===== config.mk =====
export PLATFORM = sky130hd
export DESIGN_NAME = lru_nway_tracker_flat
export DESIGN_NICKNAME = d
export VERILOG_FILES = /design/src/rtl/lru_pkg.sv /design/src/rtl/lru_nway_tracker_if.sv /design/src/rtl/lru_set_update.sv /design/src/rtl/lru_nway_tracker.sv /design/src/flat_wrapper.sv
export SDC_FILE = /design/constraint.sdc
export NUM_CORES = 1
export LEC_CHECK = 0
export CORE_UTILIZATION = 48
export CTS_CLUSTER_DIAMETER = 30
export DETAILED_ROUTE_END_ITERATION = 10
export PLACE_DENSITY = 0.78
export RECOVER_POWER = 100
export SLEW_MARGIN = 0
export SYNTH_ARGS = -nofsm -noshare
export SYNTH_HDL_FRONTEND = slang
export SYNTH_SLANG_ARGS = --single-unit

===== constraint.sdc =====
create_clock -name clk -period 4.3 [get_ports clk]
set_input_delay 0.86 -clock clk [delete_from_list [all_inputs] [get_ports clk]]
set_output_delay 0.86 -clock clk [all_outputs]
set_load 0.03 [all_outputs]

===== src/rtl/lru_pkg.sv =====
// Shared LRU types: per-set state record, command encoding and reset helper.
// Optional hit/miss statistics in the tracker are enabled with LRU_STATS_EN.
package lru_pkg;

  localparam int MAX_WAYS  = 16;
  localparam int MAX_WAY_W = 4;

  // Sized for the largest supported associativity so the cache controller's
  // debug view can use the same record regardless of WAYS.
  typedef struct packed {
    logic [MAX_WAYS-1:0][MAX_WAY_W-1:0] age;
    logic [MAX_WAYS-1:0]                valid;
  } lru_set_state_t;

  typedef enum logic [1:0] {
    CMD_NONE  = 2'd0,
    CMD_TOUCH = 2'd1,
    CMD_INV   = 2'd2
  } lru_cmd_e;

  function automatic int clog2_min1(input int n);
    return (n > 1) ? $clog2(n) : 1;
  endfunction

  function automatic lru_set_state_t lru_reset_state(input int ways);
    lru_set_state_t s;
    s = '0;
    for (int w = 0; w < MAX_WAYS; w++) begin
      if (w < ways) s.age[w] = MAX_WAY_W'(w);
    end
    return s;
  endfunction

endpackage


===== src/rtl/lru_nway_tracker_if.sv =====
// Access/victim bus between the cache controller (master) and the LRU tracker (slave).
// Counter fields carry data only when the tracker is built with LRU_STATS_EN.
interface lru_nway_tracker_if
  import lru_pkg::*;
#(
  parameter int WAYS = 4,
  parameter int SETS = 4
);
  localparam int WAY_W = $clog2(WAYS);
  localparam int SET_W = clog2_min1(SETS);

  logic             enable;
  logic             hit;
  logic             inv;
  logic [SET_W-1:0] setIndex;
  logic [WAY_W-1:0] lineIndex;
  logic [WAY_W-1:0] lruOut;
  logic             lruValid;
  logic [31:0]      hitCount;
  logic [31:0]      missCount;

  modport master (
    output enable, hit, inv, setIndex, lineIndex,
    input  lruOut, lruValid, hitCount, missCount
  );

  modport slave (
    input  enable, hit, inv, setIndex, lineIndex,
    output lruOut, lruValid, hitCount, missCount
  );

endinterface


===== src/rtl/lru_set_update.sv =====
// Combinational next-state and victim logic for one set of the LRU tracker.
// Ages form a permutation of 0..WAYS-1 (0 = MRU); touch and invalidate preserve it.
module lru_set_update
  import lru_pkg::*;
#(
  parameter  int WAYS  = 4,
  localparam int WAY_W = $clog2(WAYS)
) (
  input  lru_set_state_t   state_i,
  input  lru_cmd_e         cmd_i,
  input  logic [WAY_W-1:0] way_i,
  output lru_set_state_t   state_o,
  output logic [WAY_W-1:0] victim_o,
  output logic             all_valid_o
);

  localparam logic [WAY_W-1:0] AGE_LRU = WAY_W'(WAYS - 1);

  logic [WAY_W-1:0] ref_age;

  assign all_valid_o = &state_i.valid[WAYS-1:0];
  assign ref_age     = state_i.age[way_i][WAY_W-1:0];

  always_comb begin
    // NOTE: every output gets a default before any branch so no path can leave it unassigned and infer a latch.
    victim_o = '0;
    if (all_valid_o) begin
      for (int w = 0; w < WAYS; w++) begin
        if (state_i.age[w][WAY_W-1:0] == AGE_LRU) victim_o = WAY_W'(w);
      end
    end else begin
      // Descending scan so the lowest-index invalid way wins.
      for (int w = WAYS - 1; w >= 0; w--) begin
        if (!state_i.valid[w]) victim_o = WAY_W'(w);
      end
    end
  end

  always_comb begin
    state_o = state_i;
    unique case (cmd_i)
      CMD_TOUCH: begin
        for (int v = 0; v < WAYS; v++) begin
          if (state_i.age[v][WAY_W-1:0] < ref_age)
            state_o.age[v] = MAX_WAY_W'(state_i.age[v][WAY_W-1:0] + 1'b1);
        end
        state_o.age[way_i]   = '0;
        state_o.valid[way_i] = 1'b1;
      end
      CMD_INV: begin
        for (int v = 0; v < WAYS; v++) begin
          if (state_i.age[v][WAY_W-1:0] > ref_age)
            state_o.age[v] = MAX_WAY_W'(state_i.age[v][WAY_W-1:0] - 1'b1);
        end
        state_o.age[way_i]   = MAX_WAY_W'(AGE_LRU);
        state_o.valid[way_i] = 1'b0;
      end
      default: ;
    endcase
  end

endmodule


===== src/rtl/lru_nway_tracker.sv =====
// WAYS x SETS LRU replacement tracker with valid bits and invalid-first victim choice.
// Define LRU_STATS_EN to build the saturating hit/miss counters; otherwise they read 0.
module lru_nway_tracker
  import lru_pkg::*;
#(
  parameter  int WAYS  = 4,
  parameter  int SETS  = 4,
  localparam int WAY_W = $clog2(WAYS),
  localparam int SET_W = clog2_min1(SETS)
) (
  input  logic              clk,
  input  logic              reset,
  lru_nway_tracker_if.slave bus
);

  lru_set_state_t   state_q [SETS];
  lru_set_state_t   state_d [SETS];
  lru_set_state_t   next_state;
  lru_cmd_e         cmd;
  logic [SET_W-1:0] set_sel;
  logic [WAY_W-1:0] way;
  logic [WAY_W-1:0] victim;
  logic             all_valid;

  // With a single set the index port is a dummy bit; always address entry 0.
  assign set_sel = (SETS > 1) ? bus.setIndex : '0;

  // Invalidate wins over a simultaneous access; the access is dropped.
  always_comb begin
    cmd = CMD_NONE;
    if (bus.inv)         cmd = CMD_INV;
    else if (bus.enable) cmd = CMD_TOUCH;
  end

  assign way = (bus.inv || bus.hit) ? bus.lineIndex : victim;

  lru_set_update #(.WAYS(WAYS)) u_set_update (
    .state_i     (state_q[set_sel]),
    .cmd_i       (cmd),
    .way_i       (way),
    .state_o     (next_state),
    .victim_o    (victim),
    .all_valid_o (all_valid)
  );

  always_comb begin
    state_d = state_q;
    if (cmd != CMD_NONE) state_d[set_sel] = next_state;
  end

  // NOTE: this state array is reset on purpose -- the age permutation must start defined, so it cannot be mapped to an unreset RAM.
  always_ff @(posedge clk or posedge reset) begin
    if (reset) begin
      for (int s = 0; s < SETS; s++) state_q[s] <= lru_reset_state(WAYS);
    end else begin
      // NOTE: state registers take non-blocking assignments so every flop samples pre-edge values.
      state_q <= state_d;
    end
  end

  assign bus.lruOut   = victim;
  assign bus.lruValid = all_valid;

`ifdef LRU_STATS_EN
  logic [31:0] hit_count_q, hit_count_d;
  logic [31:0] miss_count_q, miss_count_d;

  always_comb begin
    hit_count_d  = hit_count_q;
    miss_count_d = miss_count_q;
    if (cmd == CMD_TOUCH) begin
      if (bus.hit && (hit_count_q != '1))   hit_count_d  = hit_count_q + 32'd1;
      if (!bus.hit && (miss_count_q != '1)) miss_count_d = miss_count_q + 32'd1;
    end
  end

  always_ff @(posedge clk or posedge reset) begin
    if (reset) begin
      hit_count_q  <= '0;
      miss_count_q <= '0;
    end else begin
      hit_count_q  <= hit_count_d;
      miss_count_q <= miss_count_d;
    end
  end

  assign bus.hitCount  = hit_count_q;
  assign bus.missCount = miss_count_q;
`else
  assign bus.hitCount  = '0;
  assign bus.missCount = '0;
`endif

endmodule


===== src/flat_wrapper.sv =====
// flat-port wrapper written by rule: the top's interface ports become plain ports
module lru_nway_tracker_flat import lru_pkg::*;
#(
  parameter  int WAYS  = 4,
  parameter  int SETS  = 4,
  localparam int WAY_W = $clog2(WAYS),
  localparam int SET_W = clog2_min1(SETS)
)
  (clk, reset, bus_enable, bus_hit, bus_inv, bus_setIndex, bus_lineIndex, bus_lruOut, bus_lruValid, bus_hitCount, bus_missCount);
  lru_nway_tracker_if #(.WAYS(WAYS), .SETS(SETS)) bus_i ();
  input  logic clk;
  input  logic reset;
  input wire logic [$bits(bus_i.enable)-1:0] bus_enable;
  input wire logic [$bits(bus_i.hit)-1:0] bus_hit;
  input wire logic [$bits(bus_i.inv)-1:0] bus_inv;
  input wire logic [$bits(bus_i.setIndex)-1:0] bus_setIndex;
  input wire logic [$bits(bus_i.lineIndex)-1:0] bus_lineIndex;
  output wire logic [$bits(bus_i.lruOut)-1:0] bus_lruOut;
  output wire logic [$bits(bus_i.lruValid)-1:0] bus_lruValid;
  output wire logic [$bits(bus_i.hitCount)-1:0] bus_hitCount;
  output wire logic [$bits(bus_i.missCount)-1:0] bus_missCount;
  assign bus_i.enable = bus_enable;
  assign bus_i.hit = bus_hit;
  assign bus_i.inv = bus_inv;
  assign bus_i.setIndex = bus_setIndex;
  assign bus_i.lineIndex = bus_lineIndex;
  assign bus_lruOut = bus_i.lruOut;
  assign bus_lruValid = bus_i.lruValid;
  assign bus_hitCount = bus_i.hitCount;
  assign bus_missCount = bus_i.missCount;
  lru_nway_tracker #(.WAYS(WAYS), .SETS(SETS)) u_core (.clk(clk), .reset(reset), .bus(bus_i));
endmodule

==> impl_metrics.toml <==
[clocking]
htreeDepth = 2
clk_latency_ns = 0.31
clock_path_buffers = 2
cts_root_buf = "clkbuf_8"
cts_tree = "built"
cts.sink_count = 48
clkSlewWorstSetupHoldPaths_ns = 0.10
cts_buffers = 5

[timing]
fin_crit_ns = 4.26
worstMarginPinSlew_ns = 1.73
rsz0062_at_grt = "true"
slew_headroom = -0.154
timing.final.max_slew_violations = 49
skew_ns = 0.0139
min_period_over_period = 0.990
fmax_ghz = 0.235
setup_viol = 0
hold_viol_final = 0
setup_ws_ns = 0.0410
setup-tns-final_ns = 0
whs_ns = 0.494

[yosys]
ys_seq_elements = 48
synth_edf_count = 0
synth_area_per_cell_um2 = 9.70
synth_top_cell_area_share = 0.205
synth_cell_types = 73
ys.flop_type = "dfrtp_1"
yosysSeqAreaShare = 0.313
synth_area_leader_cell = "dfrtp_1"
syn_inst = 403
syn_area_um2 = 3910
ys_warn_count = 0
synth.area.top_cells = "dfrtp_1 20%, buf_4 12%, mux2_2 11%"
synthArstFlopShare = 1.00

[floorplanning]
die_h_um = 92.2
num_rows = 32
coreArea_um2 = 7810
start_util = 0.500
design.die.area_um2 = 8510
ios = 76
dieWidth_um = 92.2

[global_route]
grtUsageTotal = 0.248
overflow = 0
grt_start_max_net_pins = 49
gr-usage-met2 = 0.409
top_usage_layer = "met2"
grt_pass1_wl_mm = 16.4
grt.met3_usage = 0.0340
met1_usage = 0.331
antenna_found_initial = 0
first_global_vias = 3177

[setup_path]
r2r_slack_ns = 0.46
crit_path_max_fanout = 8
start_kind = "input port"
required_ns = 4.49
critical_path_class = "input port to register"
endpoint_kind = "register"
crit_arrival_ns = 4.45

[layout]
top_register = "u_core.state_q"
drive_gt1_frac = 0.413
largest_reg_flops = 48
syn2layout_area_growth_pct = 23.3
final_nets = 509
instances_no_fill = 596
diodes = 0
layout_commonest_cell = "buf_4"
reg_top3 = "u_core.state_q: 48 flops"
most-common-layout-cells = "87 x buf_4, 64 x conb_1, 32 x dfrtp_1, 31 x mux2_2, 22 x nand2_1"

[routing]
drtAntennaViolNets = 0
num_vias = 3373
vias_per_cell = 5.66
drt_iter0_drc = 218
dr.pass1.iters = 5
detail_route.wirelength_mm = 10.3
wl_per_cell_um = 17.4
drc = 0

[run]
maxCapViolations = 1

[status]
violations = "capacitance limit, slew limit"
status = "finished with violations"

[placement]
place_ws_ns = -0.813
routabilityCongestion = 0.958
dp_hpwl_mm = 7.72
port_buffers = 11
dp_cells = 579

[power_and_ir_drop]
power_w = 0.00344
leakage_nw = 2.15
p_per_area_nw_per_um2 = 713
ir_worst_vdd_v = 0.000267

[min_path]
hp-class = "register to register"
==> per-layer routing <==
layer  vias up  routed length (µm)
met3        19                 631
met2       169                4940
met1      1638                4500
met5         -                   0
met4         0                 279
li1       1547                   -
==> cell type report <==
cell class                 instances  area [µm²]
clock inverter                     2        12.5
multi-input combinational        323        2530
inverter                          14        52.6
fill                             613        2990
clock buffer                       6        72.6
timing repair buffer             101         800
tap                              102         128
sequential                        48        1220
==> stage by stage <==
step	utilization	area, µm²
detailed placement	0.584	4560
finish	0.617	4820
CTS	0.604	4720
global placement	0.584	4560
global route	0.617	4820
floorplan	-	4290
==> worst max-delay path, stage by stage <==
cell,delay (ns)
buf_8,0.10
buf_12,0.13
buf_4,0.15
mux2i_1,0.16
mux2_1,0.24
inv_1,0.09
ha_1,0.22
nor2b_1,0.15
nor3b_2,0.32
o211ai_4,0.11
and2_4,0.17
nand2_2,0.07
o21ai_4,0.10
ha_4,0.29
nor2_4,0.04
a221o_1,0.34
and4_4,0.21
o31ai_4,0.24
o41ai_4,0.15
mux2_4,0.28
==> final timing paths <==
kind                       cells after the start                         endpoint                           start
max reg2reg                                   16  u_core.state_q[256]$_DFFE_PP0P_  u_core.state_q[24]$_DFFE_PP0P_
min reg2reg                                    2   u_core.state_q[17]$_DFFE_PP0P_  u_core.state_q[17]$_DFFE_PP0P_
min                                            2   u_core.state_q[17]$_DFFE_PP0P_  u_core.state_q[17]$_DFFE_PP0P_
max                                           20  u_core.state_q[256]$_DFFE_PP0P_                 bus_setIndex[1]
max in group asynchronous                      2   u_core.state_q[96]$_DFFE_PP0P_                           reset
min in group asynchronous                      2  u_core.state_q[240]$_DFFE_PP0P_                           reset
==> where the power goes <==
group,internal [W],total (W),switching (W)
logic,0.00117,0.00236,0.00119
registers,0.000707,0.000818,0.000111
clock network,0.000114,0.000264,0.000150
total,0.00199,0.00344,0.00145
==> synth_stat cells, drive strengths merged, types with 3 or more instances <==
library cell,count
a221oi,3
a31oi,11
nor3,7
mux4,9
mux2,43
o211ai,5
a211oi,3
o2111ai,5
o21ai,22
buf,70
nor3b,3
ha,7
nand4,3
xnor2,3
and2,4
o31ai,6
nor2,25
clkbuf,11
mux2i,8
dfrtp,32
o211a,3
nand2,23
nand3,10
a21oi,19
inv,12
dfstp,16
==> repair_timing <==
action,in CTS,in global routing
endpoints found under the hold margin,0,0
setup endpoints to repair,35,28
pin swaps,11,9
buffers inserted,6,3
hold buffers,0,0
resized for setup,14,18
==> cells by family (layout without fill, tap and decap cells) <==
| logic type | after synthesis | after routing | share of synthesized area |
|---|---|---|---|
| flops | 48 | 48 | 0.313 |
| xor+xnor | 3 | 3 | 0.00673 |
| buf+inv | 95 | 123 | 0.161 |
| fa+ha+maj | 8 | 8 | 0.0253 |
| mux | 60 | 60 | 0.198 |
| compound gates | 99 | 99 | 0.183 |
| other cells | 1 | 64 | 0.000960 |
| simple gates | 89 | 89 | 0.113 |
Note: power is estimated with default switching activity, not from simulation.
